File: config.mk
export PLATFORM = sky130hd
export DESIGN_NAME = mem_arbiter
export DESIGN_NICKNAME = d
export VERILOG_FILES = /design/src/rtl/mem_arbiter.sv
export SDC_FILE = /design/constraint.sdc
export NUM_CORES = 1
export LEC_CHECK = 0
export CAP_MARGIN = 15
export CORE_ASPECT_RATIO = 0.75
export CORE_MARGIN = 5
export CORE_UTILIZATION = 35
export DETAILED_ROUTE_END_ITERATION = 16
export HOLD_SLACK_MARGIN = 0.1
export PLACE_DENSITY_LB_ADDON = 0.15
export SKIP_LAST_GASP = 1
export SLEW_MARGIN = 40
export SYNTH_ARGS = -nofsm -noshare
export SYNTH_HDL_FRONTEND = slang
export SYNTH_SLANG_ARGS = --single-unit
File: constraint.sdc
create_clock -name clk -period 4.2 [get_ports clk]
set_input_delay 1.05 -clock clk [delete_from_list [all_inputs] [get_ports clk]]
set_output_delay 1.05 -clock clk [all_outputs]
set_load 0.05 [all_outputs]
File: src/rtl/mem_arbiter.sv
// mem_arbiter
// Shares the single byte-wide RAM port between instruction fetch (IF) and the
// MEM stage. Every access is serialised into consecutive byte cycles. Read
// bytes are assembled little-endian; loads are sign- or zero-extended.
//
// Ports
//   clk, rst        clock, asynchronous active-low reset
//   rdy             run enable; 0 freezes every flop
//   if_req/if_addr  fetch request (always 4 bytes)   -> if_done, if_data
//   mem_req/mem_we/mem_funct3/mem_addr/mem_wdata
//                   load/store request                -> mem_done, mem_rdata
//   ram_a/ram_wr/ram_dout  registered RAM address, write strobe, write byte
//   ram_din         RAM read byte, valid the cycle after ram_a is presented
//   busy            arbiter is not idle
module mem_arbiter (
    input  logic        clk,
    input  logic        rst,
    input  logic        rdy,
    input  logic        if_req,
    input  logic [31:0] if_addr,
    output logic        if_done,
    output logic [31:0] if_data,
    input  logic        mem_req,
    input  logic        mem_we,
    input  logic [2:0]  mem_funct3,
    input  logic [31:0] mem_addr,
    input  logic [31:0] mem_wdata,
    output logic        mem_done,
    output logic [31:0] mem_rdata,
    output logic [31:0] ram_a,
    output logic        ram_wr,
    output logic [7:0]  ram_dout,
    input  logic [7:0]  ram_din,
    output logic        busy
);

    typedef enum logic [1:0] {IDLE, READ, WRITE, DONE} state_t;

    state_t      state_q, state_d;
    logic [2:0]  cnt_q, cnt_d;          // bytes already handled
    logic [2:0]  last_q, last_d;        // byte count N of the access
    logic [31:0] base_q, base_d;
    logic [31:0] wdata_q, wdata_d;
    logic [31:0] rbuf_q, rbuf_d;        // read bytes gathered so far
    logic        own_mem_q, own_mem_d;
    logic        zext_q, zext_d;
    logic [31:0] ram_a_q, ram_a_d;
    logic        ram_wr_q, ram_wr_d;
    logic [7:0]  ram_dout_q, ram_dout_d;
    logic        if_done_q, if_done_d;
    logic [31:0] if_data_q, if_data_d;
    logic        mem_done_q, mem_done_d;
    logic [31:0] mem_rdata_q, mem_rdata_d;

    logic [2:0]  cnt_nx;
    logic [31:0] asm_w;                 // buffer with the current ram_din merged in
    logic [31:0] ld_ext;
    logic        sx;

    function automatic logic [2:0] width_n(input logic [1:0] w);
        case (w)
            2'b00:   return 3'd1;
            2'b01:   return 3'd2;
            default: return 3'd4;
        endcase
    endfunction

    always_comb begin
        state_d     = state_q;
        cnt_d       = cnt_q;
        last_d      = last_q;
        base_d      = base_q;
        wdata_d     = wdata_q;
        rbuf_d      = rbuf_q;
        own_mem_d   = own_mem_q;
        zext_d      = zext_q;
        ram_a_d     = ram_a_q;
        ram_wr_d    = ram_wr_q;
        ram_dout_d  = ram_dout_q;
        if_done_d   = if_done_q;
        if_data_d   = if_data_q;
        mem_done_d  = mem_done_q;
        mem_rdata_d = mem_rdata_q;

        cnt_nx = cnt_q + 3'd1;
        asm_w  = rbuf_q;
        asm_w[{cnt_q[1:0], 3'b000} +: 8] = ram_din;
        sx = ~zext_q;
        case (last_q)
            3'd1:    ld_ext = {{24{sx & asm_w[7]}},  asm_w[7:0]};
            3'd2:    ld_ext = {{16{sx & asm_w[15]}}, asm_w[15:0]};
            default: ld_ext = asm_w;
        endcase

        // With rdy low everything, including a pending done pulse, is held.
        if (rdy) begin
            if_done_d  = 1'b0;
            mem_done_d = 1'b0;
            case (state_q)
                IDLE: begin
                    cnt_d = 3'd0;
                    if (mem_req) begin
                        own_mem_d = 1'b1;
                        base_d    = mem_addr;
                        ram_a_d   = mem_addr;
                        last_d    = width_n(mem_funct3[1:0]);
                        zext_d    = mem_funct3[2];
                        wdata_d   = mem_wdata;
                        if (mem_we) begin
                            state_d    = WRITE;
                            ram_wr_d   = 1'b1;
                            ram_dout_d = mem_wdata[7:0];
                        end else begin
                            state_d  = READ;
                            ram_wr_d = 1'b0;
                        end
                    end else if (if_req) begin
                        own_mem_d = 1'b0;
                        base_d    = if_addr;
                        ram_a_d   = if_addr;
                        last_d    = 3'd4;
                        zext_d    = 1'b0;
                        state_d   = READ;
                        ram_wr_d  = 1'b0;
                    end
                end
                READ: begin
                    rbuf_d = asm_w;
                    cnt_d  = cnt_nx;
                    if (cnt_nx == last_q) begin
                        state_d = DONE;
                        if (own_mem_q) begin
                            mem_done_d  = 1'b1;
                            mem_rdata_d = ld_ext;
                        end else begin
                            if_done_d = 1'b1;
                            if_data_d = asm_w;
                        end
                    end else begin
                        ram_a_d = base_q + {29'd0, cnt_nx};
                    end
                end
                WRITE: begin
                    cnt_d = cnt_nx;
                    if (cnt_nx == last_q) begin
                        state_d    = DONE;
                        ram_wr_d   = 1'b0;
                        mem_done_d = 1'b1;
                    end else begin
                        ram_a_d    = base_q + {29'd0, cnt_nx};
                        ram_dout_d = wdata_q[{cnt_nx[1:0], 3'b000} +: 8];
                    end
                end
                default: state_d = IDLE;  // DONE: requests ignored
            endcase
        end
    end

    always_ff @(posedge clk or negedge rst) begin
        if (!rst) begin
            state_q     <= IDLE;
            cnt_q       <= 3'd0;
            last_q      <= 3'd0;
            base_q      <= 32'd0;
            wdata_q     <= 32'd0;
            rbuf_q      <= 32'd0;
            own_mem_q   <= 1'b0;
            zext_q      <= 1'b0;
            ram_a_q     <= 32'd0;
            ram_wr_q    <= 1'b0;
            ram_dout_q  <= 8'd0;
            if_done_q   <= 1'b0;
            if_data_q   <= 32'd0;
            mem_done_q  <= 1'b0;
            mem_rdata_q <= 32'd0;
        end else begin
            state_q     <= state_d;
            cnt_q       <= cnt_d;
            last_q      <= last_d;
            base_q      <= base_d;
            wdata_q     <= wdata_d;
            rbuf_q      <= rbuf_d;
            own_mem_q   <= own_mem_d;
            zext_q      <= zext_d;
            ram_a_q     <= ram_a_d;
            ram_wr_q    <= ram_wr_d;
            ram_dout_q  <= ram_dout_d;
            if_done_q   <= if_done_d;
            if_data_q   <= if_data_d;
            mem_done_q  <= mem_done_d;
            mem_rdata_q <= mem_rdata_d;
        end
    end

    assign ram_a     = ram_a_q;
    assign ram_wr    = ram_wr_q;
    assign ram_dout  = ram_dout_q;
    assign if_done   = if_done_q;
    assign if_data   = if_data_q;
    assign mem_done  = mem_done_q;
    assign mem_rdata = mem_rdata_q;
    assign busy      = (state_q != IDLE);

endmodule

# ---- Word level (Yosys, flattened, before mapping)
# Cells that the tools add are included.
dict set report classes {
  n_eq_ne 13
  bitwise 4
  mux 33
  n_reduce_logical 17
  add_sub_neg 3
  shifts 3
}
# op n
set ops {}
lappend ops {{case mux 32 bit (2 select lines)} 2}
lappend ops {{2-to-1 mux 32 bit} 3}
lappend ops {{adder 32 x 3 -> 32 bit} 1}
lappend ops {{bitwise mux 32 bit} 1}
lappend ops {{variable shift 8 x 7 -> 32 bit, first input constant} 1}
lappend ops {{variable part select 32 x 6 -> 8 bit} 1}
lappend ops {{variable part select 8 x 7 -> 32 bit} 1}
lappend ops {{2-to-1 mux 8 bit} 3}
lappend ops {{case mux 8 bit (2 select lines)} 1}
lappend ops {{AND reduction 4 bit} 4}
lappend ops {{2-to-1 mux 1 bit} 12}
lappend ops {{case mux 3 bit (2 select lines)} 2}
lappend ops {{inequality test 2 bit, second input constant} 5}
lappend ops {{AND reduction 3 bit} 3}
lappend ops {{2-to-1 mux 2 bit} 4}
lappend ops {{nonzero test 2 bit} 4}
lappend ops {{negator 5 -> 7 bit} 1}
lappend ops {{2-to-1 mux 3 bit} 2}
lappend ops {{AND reduction 5 bit} 1}
lappend ops {{equality test 2 x 1 -> 1 bit, second input constant} 2}
lappend ops {{logical NOT 2 bit} 2}
lappend ops {{case mux 1 bit (2 select lines)} 2}
lappend ops {{case mux 2 bit (2 select lines)} 1}
lappend ops {{AND reduction 2 bit} 2}
lappend ops {{other kinds (10)} 12}
dict set report word_totals {
  ff_bits 213
  elab_cells 88
  in_bits 113
}

# ---- Depth between registers and ports, before layout
dict set report logic_depth {
  word_depth 5
  depth_mapped 13
  mapped_depth_nobuf 10
}

# ---- Worst setup path after synthesis
# No wires, ideal clock.
dict set report synth_path {
  path_type {flip-flop to flip-flop}
  startpoint {register cnt_q[0]}
  endpoint {register ram_a_q[16] (netlist: ram_a[16])}
  setup_slack_ns 0.337
  required_time_ns 4.068
  stages_incl_launch_ff 14
  path_buffers 4
  arrival_ns 3.731
  synth_period_minus_slack_ns 3.863
  cell_sequence {dfrtp_1 -> buf_1 -> inv_1 -> ha_1 -> buf_1 -> clkbuf_1 -> inv_1 -> fa_1 -> nor2b_1 -> o2111ai_1 -> clkbuf_1 -> o31a_1 -> o31ai_1 -> o21ai_1}
}
dict set report synth_via {
  elab_chain_len 4
  elab_cells_between_ends 7
}
# item line
set synth_lines {}
lappend synth_lines {{start, declared} 40} ;# logic [2:0] cnt_q, cnt_d;
lappend synth_lines {{start signal, assigned} 178} ;# cnt_q <= cnt_d;
lappend synth_lines {{adder 3 x 1 -> 3 bit *} 85} ;# cnt_nx = cnt_q + 3'd1;
lappend synth_lines {{adder 32 x 3 -> 32 bit or equality test 3 bit (tied branches)} n/a}
lappend synth_lines {{2-to-1 mux 32 bit or inequality test 2 bit (tied branches)} n/a}
lappend synth_lines {{case mux 32 bit (2 select lines) or AND reduction 4 bit (tied branches)} n/a}
lappend synth_lines {{end signal, assigned} 185} ;# ram_a_q <= ram_a_d;
lappend synth_lines {{end, declared} 47} ;# logic [31:0] ram_a_q, ram_a_d;
# Mark *: on every way between the ends. The rest lies on a longest branch, timed or not. The select of a mux whose other input is x is not followed.
# A chain may end at the register's enable or synchronous reset.

# ---- Worst setup path after layout
dict set report layout_path {
  startpoint {register cnt_q[0]}
  endpoint {register ram_a_q[27] (netlist: ram_a[27])}
}
# The elaborated chain is that of the path after synthesis.

==> results.sh <==
export IMPL_holdWs_ps=369
export IMPL_fp_row_count=53
export IMPL_die_width_um=206
export IMPL_dpl_hpwl_um=20700
export IMPL_drive_above_1_share_pct=10.5
export IMPL_hold_class="input port to async pin"
export IMPL_p_leak_nw=5.72
export IMPL_grt_max_degree=100
export IMPL_hold_violations=0
export IMPL_setup_tns_ps=0
export IMPL_cts_made_buffers=24
export IMPL_synth_edff_count=0
export IMPL_ys_flop_type="dfrtp_1"
export IMPL_grt_usage_pct=17.8
export IMPL_r2r_start="cnt_q[0]"
export IMPL_vias=7986
export IMPL_ys_ff_latch=213
export IMPL_skew_ps=13.0
export IMPL_cp_start_kind="flip-flop"
export IMPL_end_kind="flip-flop"
export IMPL_vias_per_cell=5.09
export IMPL_setup_viol_count_final=0
export IMPL_synthCells=963
export IMPL_avgSynthCellArea_sq_um=10.5
export IMPL_worstPathArrival_ps=3890
export IMPL_seq_area_frac_synth_pct=52.6
export IMPL_final_common_cell="clkdlybuf4s50_1"
export IMPL_synth_simple_area_share_pct=12.6
export IMPL_cts_root_to_sink_buffers=3
export IMPL_max_cap_violations=0
export IMPL_final_max_slew_violation_count=0
export IMPL_fp_dieH_um=157
export IMPL_port_buffer_count=220
export IMPL_crit_fanout=9
export IMPL_grt_pass1_vias=8043
export IMPL_initial_core_util_pct=35.8
export IMPL_ys_warn_count=0
export IMPL_cts_hold_buffers=0
export IMPL_maxSlewHeadroom_pct=44.4
export IMPL_h_tree_depth=1
export IMPL_nFillCells=2651
export IMPL_path_cells="ha_1, clkinv_1, nand2_1, nand2_1, ha_1, o211ai_1, nor4_1, nand4_1, xor2_1, o31ai_1"
export IMPL_wl_per_cell_um=18.5
export IMPL_syn_nets=1089
export IMPL_min_period_ps=3480
export IMPL_r2r_end="ram_a[27]"
export IMPL_r2r_setup_slack_ps=720
export IMPL_dr_pass1_iters=5
export IMPL_nNetsFinal=1293
export IMPL_cts_root_buf="clkbuf_16"
export IMPL_n_antenna_cell=0
export IMPL_tightest_slew_ps=826
export IMPL_clock_latency_ps=520
export IMPL_fin_crit_sh_pct=82.8
export IMPL_antenna_found_initial=0
export IMPL_synth_fa_ha_area_share_pct=1.68
export IMPL_ir_drop_mv=0.407
export IMPL_wl_um=29100
export IMPL_clock_sinks=213
export IMPL_clk_pin_slew_worst_paths_ps=60
export IMPL_syn_to_final_growth_pct=34.7
export IMPL_postCtsSetupBuffers=0
export IMPL_die_area_sq_um=32500
export IMPL_cts_resized=0
export IMPL_grt_pass1_wl_um=46400
export IMPL_rsz0062_at_grt="false"
export IMPL_yosysUniqueCellTypes=59
export IMPL_power_density_nw_per_um2=832
export IMPL_cts_tree="yes"
export IMPL_ant_nets=0
export IMPL_critPathSlowestCell="nor4_1"
export IMPL_fmax_ghz=0.288
export IMPL_synth_xor_area_share_pct=2.56
export IMPL_layout_common_cells="clkdlybuf4s50_1, dfrtp_1, nand2_1"
export IMPL_cp_required_ps=4610
export IMPL_cpPeakStageDelay_ps=720
export IMPL_drtIter0Drc=486
export IMPL_core_area_sq_um=28200
export IMPL_overflow=0
export IMPL_async_flop_share_pct=100
export IMPL_synth_top_family_by_area="compound AO/OA/AOI/OAI gates"
export IMPL_drc=0
export IMPL_netlist_area_sq_um=10100
export IMPL_r2r_cells=10
export IMPL_pin_count=221
export IMPL_critPathKind="flip-flop to flip-flop"
export IMPL_status="finished clean"
export IMPL_place_congestion=0.778
export IMPL_synth_area_mux_share_pct=10.5
export IMPL_synth_compound_area_share_pct=17.1
routing by layer:
| layer | global-route usage, % | up-vias | wire length [um] |
|---|---|---|---|
| li1 | - | 3861 | - |
| met1 | 27.8 | 3892 | 14600 |
| met2 | 25.8 | 199 | 12400 |
| met3 | 3.79 | 34 | 1690 |
| met4 | 2.91 | 0 | 421 |
| met5 | 0 | - | 0 |
worst max path at each step:
stage / start / to / slack (ps) / cells past startpoint
floorplan: cnt_q[0] / ram_a[16] / 340 / 13
global placement: rdy / rbuf_q[27] / 750 / 4
detailed placement: rdy / ram_a[19] / 680 / 5
CTS: cnt_q[0] / ram_a[27] / 750 / 10
global route: cnt_q[0] / ram_a[27] / 470 / 10
finish: cnt_q[0] / ram_a[27] / 720 / 10
power by group:
group	switching [mW]	internal [mW]	leakage, nW
sequential	0.637	2.93	2.70
clock	0.838	1.35	0.411
combinational	3.51	2.08	2.61
total	4.98	6.36	5.72
state kept, by name, summed over array words and instances (netlist names):
| register | flops |
|---|---|
| ram_a | 32 |
| zext_q | 1 |
| if_done | 1 |
| own_mem_q | 1 |
| rbuf_q | 32 |
| cnt_q | 3 |
| wdata_q | 32 |
| last_q | 3 |
| ram_dout | 8 |
| base_q | 32 |
| mem_rdata | 32 |
| ram_wr | 1 |
| mem_done | 1 |
| state_q | 2 |
| if_data | 32 |
synthesized netlist by cell type (all sizes together) (2+ instances only):
library cell,n,area [sq um]
xnor2,13,114
nand4,9,62.6
mux4,8,180
nor3,9,45.0
clkinv,2,7.51
a21oi,94,474
nor2,84,323
dfrtp,213,5330
a32oi,8,70.1
clkbuf,42,158
and3,6,37.5
xor2,14,123
nand2,96,360
or3b,2,17.5
buf,17,71.3
o21a,24,180
nand2b,5,31.3
o31ai,10,75.1
a21o,4,30.0
or4,4,30.0
nor2b,17,106
o2111ai,2,17.5
o221ai,7,61.3
o21ai,55,275
and2,4,25.0
o211ai,17,128
or3,7,43.8
nand3,12,60.1
ha,12,150
a22o,27,236
a22oi,12,90.1
mux2,44,495
and4,3,26.3
a31o,2,17.5
mux2i,39,390
nor4,10,81.3
inv,16,60.1
cell type report:
class                           count  area, sq um  area share, %
Clock buffer                       38          754           5.53
Tap cell                          385          482           3.53
Clock inverter                      5         75.1          0.550
Inverter                           18         67.6          0.495
Timing Repair Buffer              237         2390           17.5
Multi-Input combinational cell    673         4540           33.3
Sequential cell                   213         5330           39.1
logic make-up after synthesis:
family          Yosys count
simple gates            271
compound gates          270
flops                   213
mux                      91
buf+inv                  77
xor+xnor                 28
fa+ha+maj                13
metrics by stage:
step | setup slack (ps) | power (mW) | area (sq um) | util [%] | std cells
2_1_floorplan | 337 | 7.30 | 10100 | - | 963
3_3_place_gp | 753 | 9.16 | 12800 | 45.2 | 1525
3_5_place_dp | 682 | 9.22 | 12800 | 45.2 | 1525
4_1_cts | 746 | 11.5 | 13600 | 48.2 | 1568
5_1_grt | 472 | 12.1 | 13600 | 48.3 | 1569
6_report | 723 | 11.3 | 13600 | 48.3 | 1569
worst max-delay path: cells and delay by family, from the launching register on:
kind	cells	cell delay, ps
compound gates	2	540
xor+xnor	1	190
fa+ha+maj	2	670
buf+inv	1	320
flops	1	460
simple gates	4	1190
Note: power is estimated with default switching activity, not from simulation.
